$ cat src/rtl/uart_pkg.sv
// uart_pkg
// Shared definitions for the buffered serial transmitter:
//   - uart_state_e : transmitter FSM states (IDLE, START, DATA, PARITY, STOP)
//   - PAR_NONE / PAR_EVEN / PAR_ODD : parity mode selectors
//   - START_BIT / STOP_BIT : serial line levels of the framing bits
//   - calcParity : turns the XOR of a word into the transmitted parity bit
package uart_pkg;

    typedef enum logic [2:0] {
        IDLE,
        START,
        DATA,
        PARITY,
        STOP
    } uart_state_e;

    localparam int PAR_NONE = 0;
    localparam int PAR_EVEN = 1;
    localparam int PAR_ODD  = 2;

    localparam logic START_BIT = 1'b0;
    localparam logic STOP_BIT  = 1'b1;

    // Even parity transmits the XOR of the word so the total count of ones
    // is even; odd parity transmits its inverse. With no parity the bit is
    // never shifted out, so its value does not matter.
    function automatic logic calcParity(input logic xorAll, input int mode);
        logic result;
        result = 1'b0;
        if (mode == PAR_EVEN) begin
            result = xorAll;
        end else if (mode == PAR_ODD) begin
            result = ~xorAll;
        end else if (mode == PAR_NONE) begin
            result = 1'b0;
        end
        return result;
    endfunction

endpackage

$ cat src/rtl/uart_sync_fifo.sv
// uart_sync_fifo
// Single-clock FIFO with show-ahead output that buffers words for the
// transmitter.
// Parameters: WIDTH (word width), DEPTH (entries, power of 2, >= 2)
// Ports:
//   clk   in          : clock, rising edge
//   reset in          : asynchronous active-high reset, empties the FIFO
//   wr    in          : push din (accepted when not full, or when full and rd)
//   rd    in          : pop the head (ignored when empty)
//   din   in  [WIDTH] : word to push
//   dout  out [WIDTH] : head word, valid whenever empty is low
//   full  out         : registered, FIFO holds DEPTH words
//   empty out         : registered, FIFO holds no words
module uart_sync_fifo #(
    parameter int WIDTH = 8,
    parameter int DEPTH = 4
) (
    input  logic             clk,
    input  logic             reset,
    input  logic             wr,
    input  logic             rd,
    input  logic [WIDTH-1:0] din,
    output logic [WIDTH-1:0] dout,
    output logic             full,
    output logic             empty
);

    localparam int AW = $clog2(DEPTH);
    localparam int CW = AW + 1;
    localparam logic [CW-1:0] COUNT_FULL = CW'(DEPTH);

    logic [WIDTH-1:0] mem [DEPTH];
    logic [AW-1:0]    wptr_q;
    logic [AW-1:0]    rptr_q;
    logic [CW-1:0]    count_q;
    logic [CW-1:0]    count_d;
    logic             full_q;
    logic             empty_q;
    logic             push;
    logic             pop;

    // A pop frees a slot on the same edge, so a full FIFO may still accept a
    // push when it is being read; that keeps the count at DEPTH and the new
    // word lands in the slot the head just vacated.
    always_comb begin
        pop     = rd && !empty_q;
        push    = wr && (!full_q || pop);
        count_d = count_q;
        case ({push, pop})
            2'b10:   count_d = count_q + 1'b1;
            2'b01:   count_d = count_q - 1'b1;
            default: count_d = count_q;
        endcase
    end

    // Pointers wrap naturally because DEPTH is a power of two. The flags are
    // registered from the next count so they describe the FIFO after the edge.
    always_ff @(posedge clk or posedge reset) begin
        if (reset) begin
            wptr_q  <= '0;
            rptr_q  <= '0;
            count_q <= '0;
            full_q  <= 1'b0;
            empty_q <= 1'b1;
        end else begin
            if (push) begin
                wptr_q <= wptr_q + 1'b1;
            end
            if (pop) begin
                rptr_q <= rptr_q + 1'b1;
            end
            count_q <= count_d;
            full_q  <= (count_d == COUNT_FULL);
            empty_q <= (count_d == '0);
        end
    end

    // Storage carries no reset; stale entries are unreachable once the
    // pointers and count are cleared.
    always_ff @(posedge clk) begin
        if (push) begin
            mem[wptr_q] <= din;
        end
    end

    assign dout  = mem[rptr_q];
    assign full  = full_q;
    assign empty = empty_q;

endmodule

$ cat src/rtl/uart_tx_fifo.sv
// uart_tx_fifo
// Buffered asynchronous serial transmitter. Words written by the game
// controller are queued in a FIFO and shifted out LSB-first as frames of
// start bit, DATA_BITS data bits, optional parity bit and 1 or 2 stop bits.
// Parameters: CLKS_PER_BIT (>= 2), DATA_BITS (5..16), PARITY_MODE
//   (PAR_NONE/PAR_EVEN/PAR_ODD), STOP_BITS (1 or 2), FIFO_DEPTH (power of 2)
// Ports:
//   clk        in              : clock, rising edge
//   reset      in              : asynchronous active-high reset
//   i_data     in  [DATA_BITS] : word to queue, sampled when wr is high
//   wr         in              : push strobe, one word per cycle
//   o_full     out             : FIFO holds FIFO_DEPTH words
//   o_empty    out             : FIFO holds no words
//   o_busy     out             : a frame is on the line
//   o_overflow out             : one-cycle pulse after a dropped write
//   s_out      out             : registered serial line, idles high
module uart_tx_fifo
    import uart_pkg::*;
#(
    parameter int CLKS_PER_BIT = 5,
    parameter int DATA_BITS    = 8,
    parameter int PARITY_MODE  = 0,
    parameter int STOP_BITS    = 1,
    parameter int FIFO_DEPTH   = 4
) (
    input  logic                 clk,
    input  logic                 reset,
    input  logic [DATA_BITS-1:0] i_data,
    input  logic                 wr,
    output logic                 o_full,
    output logic                 o_empty,
    output logic                 o_busy,
    output logic                 o_overflow,
    output logic                 s_out
);

    localparam int STOP_CYCLES = STOP_BITS * CLKS_PER_BIT;
    localparam int TW          = $clog2(STOP_CYCLES);
    localparam int BW          = $clog2(DATA_BITS);
    localparam logic [TW-1:0] BIT_LAST  = TW'(CLKS_PER_BIT - 1);
    localparam logic [TW-1:0] STOP_LAST = TW'(STOP_CYCLES - 1);
    localparam logic [BW-1:0] IDX_LAST  = BW'(DATA_BITS - 1);
    localparam logic          HAS_PARITY = (PARITY_MODE != PAR_NONE);

    uart_state_e          state_q;
    uart_state_e          state_d;
    logic [TW-1:0]        timer_q;
    logic [TW-1:0]        timer_d;
    logic [BW-1:0]        bitIdx_q;
    logic [BW-1:0]        bitIdx_d;
    logic [DATA_BITS-1:0] shift_q;
    logic [DATA_BITS-1:0] shift_d;
    logic                 parity_q;
    logic                 parity_d;
    logic                 sOut_q;
    logic                 sOut_d;
    logic                 busy_q;
    logic                 overflow_q;
    logic                 load;
    logic                 fifoFull;
    logic                 fifoEmpty;
    logic [DATA_BITS-1:0] fifoDout;

    uart_sync_fifo #(
        .WIDTH(DATA_BITS),
        .DEPTH(FIFO_DEPTH)
    ) u_fifo (
        .clk  (clk),
        .reset(reset),
        .wr   (wr),
        .rd   (load),
        .din  (i_data),
        .dout (fifoDout),
        .full (fifoFull),
        .empty(fifoEmpty)
    );

    // Next-state logic. The timer counts cycles within the current bit (or
    // within the whole stop period) and restarts at every boundary. A word is
    // loaded either from IDLE or on the very last stop cycle, which lets
    // queued frames follow each other with no idle gap. Parity is computed
    // from the head word at load time and travels alongside the shift
    // register, since the shift register is destroyed while sending.
    always_comb begin
        state_d  = state_q;
        timer_d  = timer_q;
        bitIdx_d = bitIdx_q;
        shift_d  = shift_q;
        parity_d = parity_q;
        load     = 1'b0;
        case (state_q)
            IDLE: begin
                load = !fifoEmpty;
            end
            START: begin
                if (timer_q == BIT_LAST) begin
                    timer_d = '0;
                    state_d = DATA;
                end else begin
                    timer_d = timer_q + 1'b1;
                end
            end
            DATA: begin
                if (timer_q == BIT_LAST) begin
                    timer_d = '0;
                    shift_d = shift_q >> 1;
                    if (bitIdx_q == IDX_LAST) begin
                        bitIdx_d = '0;
                        if (HAS_PARITY) begin
                            state_d = PARITY;
                        end else begin
                            state_d = STOP;
                        end
                    end else begin
                        bitIdx_d = bitIdx_q + 1'b1;
                    end
                end else begin
                    timer_d = timer_q + 1'b1;
                end
            end
            PARITY: begin
                if (timer_q == BIT_LAST) begin
                    timer_d = '0;
                    state_d = STOP;
                end else begin
                    timer_d = timer_q + 1'b1;
                end
            end
            STOP: begin
                if (timer_q == STOP_LAST) begin
                    timer_d = '0;
                    state_d = IDLE;
                    load    = !fifoEmpty;
                end else begin
                    timer_d = timer_q + 1'b1;
                end
            end
            default: begin
                state_d = IDLE;
            end
        endcase
        if (load) begin
            state_d  = START;
            timer_d  = '0;
            bitIdx_d = '0;
            shift_d  = fifoDout;
            parity_d = calcParity(^fifoDout, PARITY_MODE);
        end
    end

    // The line level is derived from the state being entered, so the
    // registered output changes on exactly the same edge as the state and
    // never glitches.
    always_comb begin
        sOut_d = STOP_BIT;
        case (state_d)
            IDLE:    sOut_d = STOP_BIT;
            START:   sOut_d = START_BIT;
            DATA:    sOut_d = shift_d[0];
            PARITY:  sOut_d = parity_d;
            STOP:    sOut_d = STOP_BIT;
            default: sOut_d = STOP_BIT;
        endcase
    end

    // State, datapath and output registers. Reset forces the line high at
    // once, abandoning any frame in flight. An overflow is flagged when a
    // write hits a full FIFO that is not being read on the same edge.
    always_ff @(posedge clk or posedge reset) begin
        if (reset) begin
            state_q    <= IDLE;
            timer_q    <= '0;
            bitIdx_q   <= '0;
            shift_q    <= '0;
            parity_q   <= 1'b0;
            sOut_q     <= STOP_BIT;
            busy_q     <= 1'b0;
            overflow_q <= 1'b0;
        end else begin
            state_q    <= state_d;
            timer_q    <= timer_d;
            bitIdx_q   <= bitIdx_d;
            shift_q    <= shift_d;
            parity_q   <= parity_d;
            sOut_q     <= sOut_d;
            busy_q     <= (state_d != IDLE);
            overflow_q <= wr && fifoFull && !load;
        end
    end

    assign s_out      = sOut_q;
    assign o_busy     = busy_q;
    assign o_overflow = overflow_q;
    assign o_full     = fifoFull;
    assign o_empty    = fifoEmpty;

endmodule

$ cat config.mk
export PLATFORM = sky130hd
export DESIGN_NAME = uart_tx_fifo
export DESIGN_NICKNAME = d
export VERILOG_FILES = /design/src/rtl/uart_pkg.sv /design/src/rtl/uart_sync_fifo.sv /design/src/rtl/uart_tx_fifo.sv
export SDC_FILE = /design/constraint.sdc
export NUM_CORES = 1
export LEC_CHECK = 0
export ABC_AREA = 1
export CAP_MARGIN = 20
export CORE_MARGIN = 2
export CORE_UTILIZATION = 58
export CTS_BUF_LIST = sky130_fd_sc_hd__clkbuf_16
export CTS_CLUSTER_SIZE = 28
export DETAILED_ROUTE_END_ITERATION = 12
export GPL_ROUTABILITY_DRIVEN = 0
export PLACE_DENSITY = 0.78
export SYNTH_ARGS = -nofsm -noshare
export SYNTH_HDL_FRONTEND = slang
export SYNTH_SLANG_ARGS = --single-unit
$ cat constraint.sdc
create_clock -name clk -period 2.93 [get_ports clk]
set_input_delay 0.879 -clock clk [delete_from_list [all_inputs] [get_ports clk]]
set_output_delay 0.879 -clock clk [all_outputs]
set_load 0.01 [all_outputs]
# ---- After elaboration in Yosys (flattened, before gate mapping)
# Memories as Yosys holds them, arrays and structs flattened.
# Index checks and enable logic that the tools add are counted.
dict set report classes {
  eq_ne 12
  n_reduce_logical 16
  n_mux 24
  n_addsub 6
}
# op n
set op_table {}
lappend op_table {{$mux W3} 13}
lappend op_table {{$mux W8} 3}
lappend op_table {{$pmux W3 S5} 1}
lappend op_table {{$eq A3 B2 Y1 const B} 4}
lappend op_table {{$eq A3 B3 Y1 const B} 4}
lappend op_table {{$add A3 B1 Y3 const B} 3}
lappend op_table {{$eq A3 B1 Y1 const B} 2}
lappend op_table {{$logic_not A3 Y1} 2}
lappend op_table {{$pmux W3 S2} 1}
lappend op_table {{$reduce_bool A2 Y1} 3}
lappend op_table {{$add A2 B1 Y2 const B} 2}
lappend op_table {{$logic_and A1 B1 Y1} 4}
lappend op_table {{$mux W1} 4}
lappend op_table {{$reduce_or A4 Y1} 1}
lappend op_table {{$logic_not A1 Y1} 3}
lappend op_table {{$pmux W1 S3} 1}
lappend op_table {{$reduce_bool A3 Y1} 1}
lappend op_table {{$sub A3 B1 Y3 const B} 1}
lappend op_table {{$eq A2 B1 Y1 const B} 1}
lappend op_table {{$eq A2 B2 Y1 const B} 1}
lappend op_table {{$pmux W1 S2} 1}
lappend op_table {{$reduce_and A2 Y1} 1}
lappend op_table {{$logic_or A1 B1 Y1} 1}
dict set report word_totals {
  inputBits 11
  ram_bits 32
  n_memories 1
  out_inout_bits 5
  wordCells 73
  ff_bits 30
}
# name depth width read_ports rd_clocked_by_memory_dff wr line
set mem_list {}
lappend mem_list {u_fifo.mem 4 8 1 0 1 uart_sync_fifo.sv:32} ;# logic [WIDTH-1:0] mem [DEPTH];

# ---- Depth between registers and ports, before layout
# Gate-level depths: netlist of run 1.
dict set report depth {
  depth_word 9
  depth_mapped 14
  mapped_depth_nobuf 14
}

# ---- Cells and area by module
# From an unflattened synthesis of run 1, not the netlist that was laid out.
dict set report unflattened {
  hier_cells 267
  hier_area_um2 2788.9
}
# module cells_each seq_area_each_um2 n_inst area_each_um2
set by_module_without_submodules {}
lappend by_module_without_submodules {uart_sync_fifo 134 1187.4 1 1686.6}
lappend by_module_without_submodules {uart_tx_fifo 133 526.8 1 1102.3}

# ---- Worst setup path after synthesis of run 1
# Ideal clock, no wire load.
dict set report synth_path {
  path_type {register to register}
  start {register timer_q[0]}
  end {register u_fifo.full_q (netlist: u_fifo.full)}
  path_stages_with_launch 13
  arrival_time_ns 2.417
  t_required_ns 2.859
  setup_time_ns 0.071
  path_buffers 1
  path_slack_ns 0.441
  period_less_slack_ns 2.489
  cell_sequence {dfrtp_1 inv_1 ha_1 nand2_4 nand2_2 nand3_4 clkinv_2 buf_6 ha_1 fa_1 mux2_2 or2_2 nor2_1}
}
dict set report synth_between {
  elab_chain_cells 9
  elab_cells_between_ends 10
  classes_between {eq/ne: 4; mux: 3; reduce/logical: 3}
}
# item line
set synth_lines {}
lappend synth_lines {{from (decl)} uart_tx_fifo.sv:47} ;# logic [TW-1:0] timer_q;
lappend synth_lines {{from (signal assigned)} uart_tx_fifo.sv:181} ;# timer_q <= timer_d;
lappend synth_lines {{$eq A3 B3 Y1 (*)} uart_tx_fifo.sv:130} ;# if (timer_q == STOP_LAST) begin
lappend synth_lines {{$mux W1 (*)} uart_tx_fifo.sv:130}
lappend synth_lines {{$pmux W1 S2 (*)} uart_tx_fifo.sv:91} ;# case (state_q)
lappend synth_lines {{$logic_and A1 B1 Y1 (*)} uart_sync_fifo.sv:46} ;# pop = rd && !empty_q;
lappend synth_lines {{net u_fifo.pop} uart_sync_fifo.sv:40} ;# logic pop;
lappend synth_lines {{$logic_or A1 B1 Y1} uart_sync_fifo.sv:47} ;# push = wr && (!full_q || pop);
lappend synth_lines {{$logic_and A1 B1 Y1} uart_sync_fifo.sv:47}
lappend synth_lines {{$eq A2 B1 Y1 or $eq A2 B2 Y1 (tied branches)} uart_sync_fifo.sv:49} ;# case ({push, pop})
lappend synth_lines {{$pmux W3 S2 (*)} uart_sync_fifo.sv:49}
lappend synth_lines {{net u_fifo.count_d[1]} uart_sync_fifo.sv:36} ;# logic [CW-1:0] count_d;
lappend synth_lines {{$eq A3 B3 Y1 (*)} uart_sync_fifo.sv:73} ;# full_q <= (count_d == COUNT_FULL);
lappend synth_lines {{to (signal assigned)} uart_sync_fifo.sv:73}
lappend synth_lines {{to (decl)} uart_sync_fifo.sv:37} ;# logic full_q;
# The timed path passes the listed nets; every way through them passes the cells marked *.
# A chain may end at the register's enable or synchronous reset.

# ---- Worst setup path after layout of run 1
dict set report layout_path {
  start {register timer_q[0]}
  end {register u_fifo.full_q (netlist: u_fifo.full)}
}
dict set report layout_between {
  elab_chain_cells 9
  elab_cells_between_ends 10
  classes_between {eq/ne: 4; mux: 3; reduce/logical: 3}
}
# item line
set layout_lines {}
lappend layout_lines {{$eq A3 B3 Y1 (*)} uart_tx_fifo.sv:130}
lappend layout_lines {{$mux W1 (*)} uart_tx_fifo.sv:130}
lappend layout_lines {{$pmux W1 S2 (*)} uart_tx_fifo.sv:91}
lappend layout_lines {{$logic_and A1 B1 Y1 (*)} uart_sync_fifo.sv:46}
lappend layout_lines {{$logic_or A1 B1 Y1} uart_sync_fifo.sv:47}
lappend layout_lines {{$logic_and A1 B1 Y1} uart_sync_fifo.sv:47}
lappend layout_lines {{$eq A2 B1 Y1 or $eq A2 B2 Y1 (tied branches)} uart_sync_fifo.sv:49}
lappend layout_lines {{$pmux W3 S2 (*)} uart_sync_fifo.sv:49}
lappend layout_lines {{net u_fifo.count_d[1]} uart_sync_fifo.sv:36}
lappend layout_lines {{$eq A3 B3 Y1 (*)} uart_sync_fifo.sv:73}
# Marks and branches as above.

==> flow_metrics.py, run 1 <==
metrics = {
    "run_status": {
        "outcome": "finished clean",
    },
    "pwr": {
        "power_density_mw_per_mm2": 786,
        "p_leak_uw": 0.00148,
        "peakVddDrop_uv": 595,
        "p_total_uw": 2610,
    },
    "drt": {
        "vias": 1845,
        "ant_nets": 0,
        "via_per_inst": 5.29,
        "wl_um": 4880,
        "drtPass1Iterations": 4,
        "drc": 0,
        "wl_per_cell_um": 14.0,
        "drtIter0Drc": 111,
    },
    "worst_setup_path": {
        "crit_family": "adder cells",
        "worstPathCellList": "inv_1, ha_1, nand2_4, nand2_2, nand3_4, clkinv_2, ha_1, fa_1, mux2_2, or2_2, nor2_1",
        "crit_type": "reg2reg",
        "critPathMaxFanout": 12,
        "max_stage_delay_ps": 440,
        "critPathLaunch": "timer_q[0]",
        "crit_required_ps": 3190,
        "arrival_ps": 2870,
        "critPathMostFrequentCell": "ha_1",
        "crit_path_top_delay_cell": "fa_1",
        "critPathBufInv": 2,
        "timing.rr.start": "timer_q[0]",
        "start_kind": "flop",
        "end_kind": "flop",
    },
    "timing": {
        "skew_ps": 5.25,
        "setup-violations-final": 0,
        "tightest_slew_ps": 582,
        "tns_ps": 0,
        "rsz0062_at_grt": "no",
        "max_freq_ghz": 0.383,
        "hold_viol_final": 0,
        "period_share_pct": 89.2,
        "slew-limit-headroom_pct": 61.2,
        "finalMaxSlewViolations": 0,
        "layout_min_cycle_time_ps": 2610,
        "finalWorstSetupSlack_ps": 317,
    },
    "floorplanning": {
        "die_height_um": 72.9,
        "die_area_sq_mm": 0.00532,
        "start_util_pct": 59.1,
        "die_w_um": 72.9,
        "boundaryPins": 16,
        "core_sq_mm": 0.00466,
        "row_count": 25,
    },
    "worst_hold_path": {
        "hold_path.class": "reg2reg",
        "min_from": "parity_q",
    },
    "global_route": {
        "gr-total-overflow": 0,
        "grt_usage_pct": 21.0,
        "grt_start_max_net_pins": 31,
        "grt_pass1_vias": 1829,
        "grt_pass1_wl_um": 8210,
        "antenna_found_initial": 0,
    },
    "clock_network": {
        "cts_buffers": 9,
        "post_cts_buffers": 0,
        "tritoncts": "yes",
        "cts_buffer_depth": 2,
        "root_buffer": "clkbuf_16",
        "ctsHoldBuffers": 0,
        "h-tree-depth": 3,
        "clk_pin_slew_ps": 50,
        "cts_resized": 0,
        "insertion_delay_ps": 330,
        "clock_sinks": 62,
    },
    "finish": {
        "final_cell_mix": "nand2_1, nor2_1, edfxtp_1",
        "antenna_cells": 0,
        "final_area_sq_mm": 0.00332,
        "layout-drive-gt1-share_pct": 13.9,
        "syn2layout_area_growth_pct": 20.6,
        "layout_commonest_cell": "nand2_1",
        "nNetsFinal": 311,
    },
    "yosys": {
        "ys_seq_area_share_pct": 62.2,
        "synth_top_area_cell": "edfxtp_1",
        "synthArstFlopShare_pct": 48.4,
        "synth_edf_count": 32,
        "ys_ff_latch": 62,
        "netlist_instances": 264,
        "synth_flop_cell": "edfxtp_1",
        "yosysTopAreaCellShare_pct": 34.9,
        "yosys.cell_types.count": 32,
        "ys.warnings.count": 0,
        "synth_area_leaders": "edfxtp_1, dfrtp_1, nand2_1",
        "synth_area_sq_mm": 0.00276,
        "synth_fp_nets": 285,
        "syn_area_per_cell_sq_um": 10.4,
    },
    "placement": {
        "dp_slack_ps": 103,
        "place_hpwl_um": 3030,
        "place_area_sq_mm": 0.00298,
        "portBuffers": 15,
    },
    "flow_run": {
        "cap_violations": 0,
    },
}
-- flip-flops by register name, indices dropped and copies added (netlist names) --
name / count
state_q: 3
shift_q: 8
o_overflow: 1
s_out: 1
o_busy: 1
u_fifo.wptr_q: 2
bitIdx_q: 3
u_fifo.mem: 32
u_fifo.empty: 1
u_fifo.rptr_q: 2
timer_q: 3
u_fifo.full: 1
parity_q: 1
u_fifo.count_q: 3
-- worst min-delay path, cell delays in order (launching register included) --
cell	delay, ps
dfrtp_1	320
nand2_1	60
inv_1	50
-- final cells by class --
cell class	instances	area (sq um)
Sequential cell	62	1710
Fill cell	330	1340
Multi-Input combinational cell	168	888
Clock buffer	9	225
Timing Repair Buffer	22	203
Clock inverter	7	123
Inverter	27	103
Tap cell	54	67.6
-- per-stage QoR --
step | util, % | cells | hold WS (ps)
after floorplan | - | 264 | 431
after global placement | 63.8 | 333 | 449
after detailed placement | 63.8 | 333 | 452
after CTS | 71.3 | 349 | 466
after global routing | 71.3 | 349 | 483
final | 71.3 | 349 | 461
-- per-layer routing --
metal	track usage [%]	share of wire, %	vias up
met5	0	0	-
met2	34.3	50	42
met3	5.94	4.5	10
met1	25.9	43	874
li1	-	-	919
met4	10.1	1.8	0
-- cells in the mapped netlist (2+ instances only) --
| library cell | instances |
|---|---|
| dfrtp_1 | 28 |
| o21ai_1 | 2 |
| buf_6 | 2 |
| buf_2 | 4 |
| edfxtp_1 | 32 |
| inv_1 | 23 |
| ha_1 | 9 |
| a21oi_1 | 2 |
| nand2_1 | 48 |
| nand3_1 | 14 |
| nor2_2 | 2 |
| or2_2 | 2 |
| dfstp_2 | 2 |
| nand4_1 | 2 |
| nor3_1 | 2 |
| nand2_2 | 4 |
| nor2_1 | 46 |
| o21ai_0 | 18 |
| xor2_1 | 3 |
| o211ai_1 | 6 |
| inv_2 | 2 |
-- cells by family (layout without fill, tap and decap cells) --
family	count (synthesis)	count (layout)	synth area share [%]
compound gates	30	30	6.31
fa+ha+maj	10	10	4.81
simple gates	123	123	19.4
buf+inv	34	65	5.54
xor+xnor	4	4	1.27
mux	1	1	0.409
flops	62	62	62.2
-- final timing paths --
path                                           to  slack (ps)  cells past startpoint
min in group asynchronous       u_fifo.count_q[1]         930                      3
worst max register to register        u_fifo.full         320                     11
worst min-delay path                     parity_q         460                      2
max in group asynchronous                   s_out        1680                      3
worst min register to register           parity_q         460                      2
worst max-delay path                  u_fifo.full         320                     11
-- where the power goes --
| part | internal, uW | switching (uW) | total [uW] |
|---|---|---|---|
| Sequential | 1060 | 47.8 | 1100 |
| Combinational | 126 | 173 | 299 |
| Clock | 832 | 377 | 1210 |
| Total | 2010 | 598 | 2610 |
Note: power is estimated with default switching activity, not from simulation.
==> run 2, diff against run 1 <==
--- a/config.mk
+++ b/config.mk
@@ -8,12 +8,12 @@
 export ABC_AREA = 1
 export CAP_MARGIN = 20
 export CORE_MARGIN = 2
-export CORE_UTILIZATION = 58
+export CORE_UTILIZATION = 55
 export CTS_BUF_LIST = sky130_fd_sc_hd__clkbuf_16
 export CTS_CLUSTER_SIZE = 28
 export DETAILED_ROUTE_END_ITERATION = 12
 export GPL_ROUTABILITY_DRIVEN = 0
-export PLACE_DENSITY = 0.78
+export PLACE_DENSITY = 0.74
 export SYNTH_ARGS = -nofsm -noshare
 export SYNTH_HDL_FRONTEND = slang
 export SYNTH_SLANG_ARGS = --single-unit
==> flow_metrics.py, run 2 (synthesis gave the netlist of run 1 again) <==
metrics = {
    "floorplanning": {
        "start_util_pct": 57.6,
        "die_w_um": 74.8,
        "die_area_sq_mm": 0.00559,
        "core_sq_mm": 0.00479,
        "boundaryPins": 16,
        "die_height_um": 74.8,
        "row_count": 25,
    },
    "global_route": {
        "grt_usage_pct": 19.5,
        "antenna_found_initial": 0,
        "grt_pass1_vias": 1760,
        "grt_start_max_net_pins": 31,
        "gr-total-overflow": 0,
        "grt_pass1_wl_um": 7980,
    },
    "worst_setup_path": {
        "critPathBufInv": 1,
        "critPathMostFrequentCell": "nand2_2",
        "crit_family": "adder cells",
        "crit_path_top_delay_cell": "fa_1",
        "crit_path_end": "u_fifo.full",
        "worst-r2r-cell-count": 12,
        "crit_cells": 12,
        "end_kind": "flop",
        "max_stage_delay_ps": 430,
        "critPathMaxFanout": 8,
        "crit_required_ps": 3170,
        "worstPathCellList": "inv_1, ha_1, nand2_4, nand2_2, nand3_4, nand2_2, nand2_2, ha_1, fa_1, mux2_2, or2_2, nor2_1",
        "crit_type": "reg2reg",
        "arrival_ps": 2780,
        "critPathLaunch": "timer_q[0]",
        "timing.rr.start": "timer_q[0]",
        "ff2ff_setup_slack_ps": 390,
        "start_kind": "flop",
        "reg2reg_to": "u_fifo.full",
    },
    "placement": {
        "portBuffers": 15,
        "dp_slack_ps": 92.3,
        "place_area_sq_mm": 0.00300,
        "place_hpwl_um": 3150,
    },
    "finish": {
        "nNetsFinal": 312,
        "syn2layout_area_growth_pct": 18.2,
        "final_cell_mix": "nand2_1, nor2_1, edfxtp_1",
        "antenna_cells": 0,
        "regMostFlops": "u_fifo.mem",
        "layout-drive-gt1-share_pct": 12.8,
        "largest_reg_flops": 32,
        "fillerInstances": 371,
        "layout_commonest_cell": "nand2_1",
        "final_area_sq_mm": 0.00326,
        "top_regs": "u_fifo.mem: 32 flops, shift_q: 8 flops",
    },
    "clock_network": {
        "cts_buffer_depth": 2,
        "root_buffer": "clkbuf_16",
        "clk_pin_slew_ps": 50,
        "clock_sinks": 62,
        "post_cts_buffers": 0,
        "ctsHoldBuffers": 0,
        "cts_resized": 0,
        "insertion_delay_ps": 320,
        "h-tree-depth": 3,
        "cts_buffers": 9,
        "tritoncts": "yes",
    },
    "flow_run": {
        "cap_violations": 0,
    },
    "timing": {
        "setup-violations-final": 0,
        "tightest_slew_ps": 593,
        "layout_min_cycle_time_ps": 2540,
        "hold_viol_final": 0,
        "tns_ps": 0,
        "finalWorstSetupSlack_ps": 391,
        "finalMaxSlewViolations": 0,
        "period_share_pct": 86.7,
        "slew-limit-headroom_pct": 60.5,
        "skew_ps": 5.54,
        "rsz0062_at_grt": "no",
        "max_freq_ghz": 0.394,
    },
    "drt": {
        "dr_wl_met2_um": 2280,
        "drtIter0Drc": 85,
        "drc": 0,
        "wl_per_cell_um": 12.7,
        "vias": 1800,
        "ant_nets": 0,
        "wl_um": 4600,
        "dr_wl_met3_um": 119,
        "drt-met1-wl_um": 2150,
        "via_per_inst": 4.96,
        "highest_layer": "met4",
        "drtPass1Iterations": 4,
    },
    "pwr": {
        "power.internal_uw": 1740,
        "switching_power_uw": 560,
        "p_total_uw": 2300,
        "power_density_mw_per_mm2": 706,
        "combPwrFrac_pct": 13.0,
        "swShare_pct": 24.4,
        "sequentialPowerShare_pct": 48.0,
        "peakVddDrop_uv": 647,
        "p_leak_uw": 0.00145,
        "clock_power_share_pct": 39.0,
    },
    "worst_hold_path": {
        "min_from": "parity_q",
        "hold_path.class": "reg2reg",
    },
    "run_status": {
        "outcome": "finished clean",
    },
}
## run 2: power by group through the flow
| stage | clock [uW] | sequential [uW] | combinational, uW |
|---|---|---|---|
| 4_1_cts | 914 | 1100 | 308 |
| 3_3_place_gp | 0 | 1110 | 287 |
| 5_1_grt | 951 | 1110 | 342 |
| 2_1_floorplan | 0 | 1110 | 183 |
| 6_report | 897 | 1100 | 300 |
| 3_5_place_dp | 0 | 1120 | 305 |
## run 2: tightest hold or removal path, stage by stage, from the launching register on
cell and delay [ps]:
dfrtp_1 310, nand2_1 60, inv_1 50
## run 2: worst min-delay path by stage
stage               slack (ps)  depth (start not counted)  endpoint
finish                     460                          2  parity_q
global route               500                          2  parity_q
CTS                        470                          2  parity_q
detailed placement         460                          2  parity_q
global placement           440                          2  parity_q
floorplan                  430                          2  parity_q
## run 2: metal layers
layer,vias up,GRT usage (%)
met5,-,0
met4,0,9.52
met3,4,3.75
met2,26,31.3
met1,841,25.7
li1,929,-
## run 2: final cells by class
| cell class | instances | area (sq um) | area share (%) |
|---|---|---|---|
| Sequential cell | 62 | 1710 | 52.6 |
| Inverter | 27 | 103 | 3.15 |
| Clock buffer | 9 | 225 | 6.92 |
| Timing Repair Buffer | 23 | 210 | 6.45 |
| Clock inverter | 7 | 32.5 | 0.999 |
| Multi-Input combinational cell | 168 | 888 | 27.3 |
| Tap cell | 67 | 83.8 | 2.57 |
## run 2: stage by stage
step,std cells,hold slack (ps),utilization (%)
6_report,363,464,68.1
5_1_grt,363,502,68.1
4_1_cts,363,469,68.1
3_5_place_dp,347,457,62.7
3_3_place_gp,347,444,62.7
2_1_floorplan,264,431,-
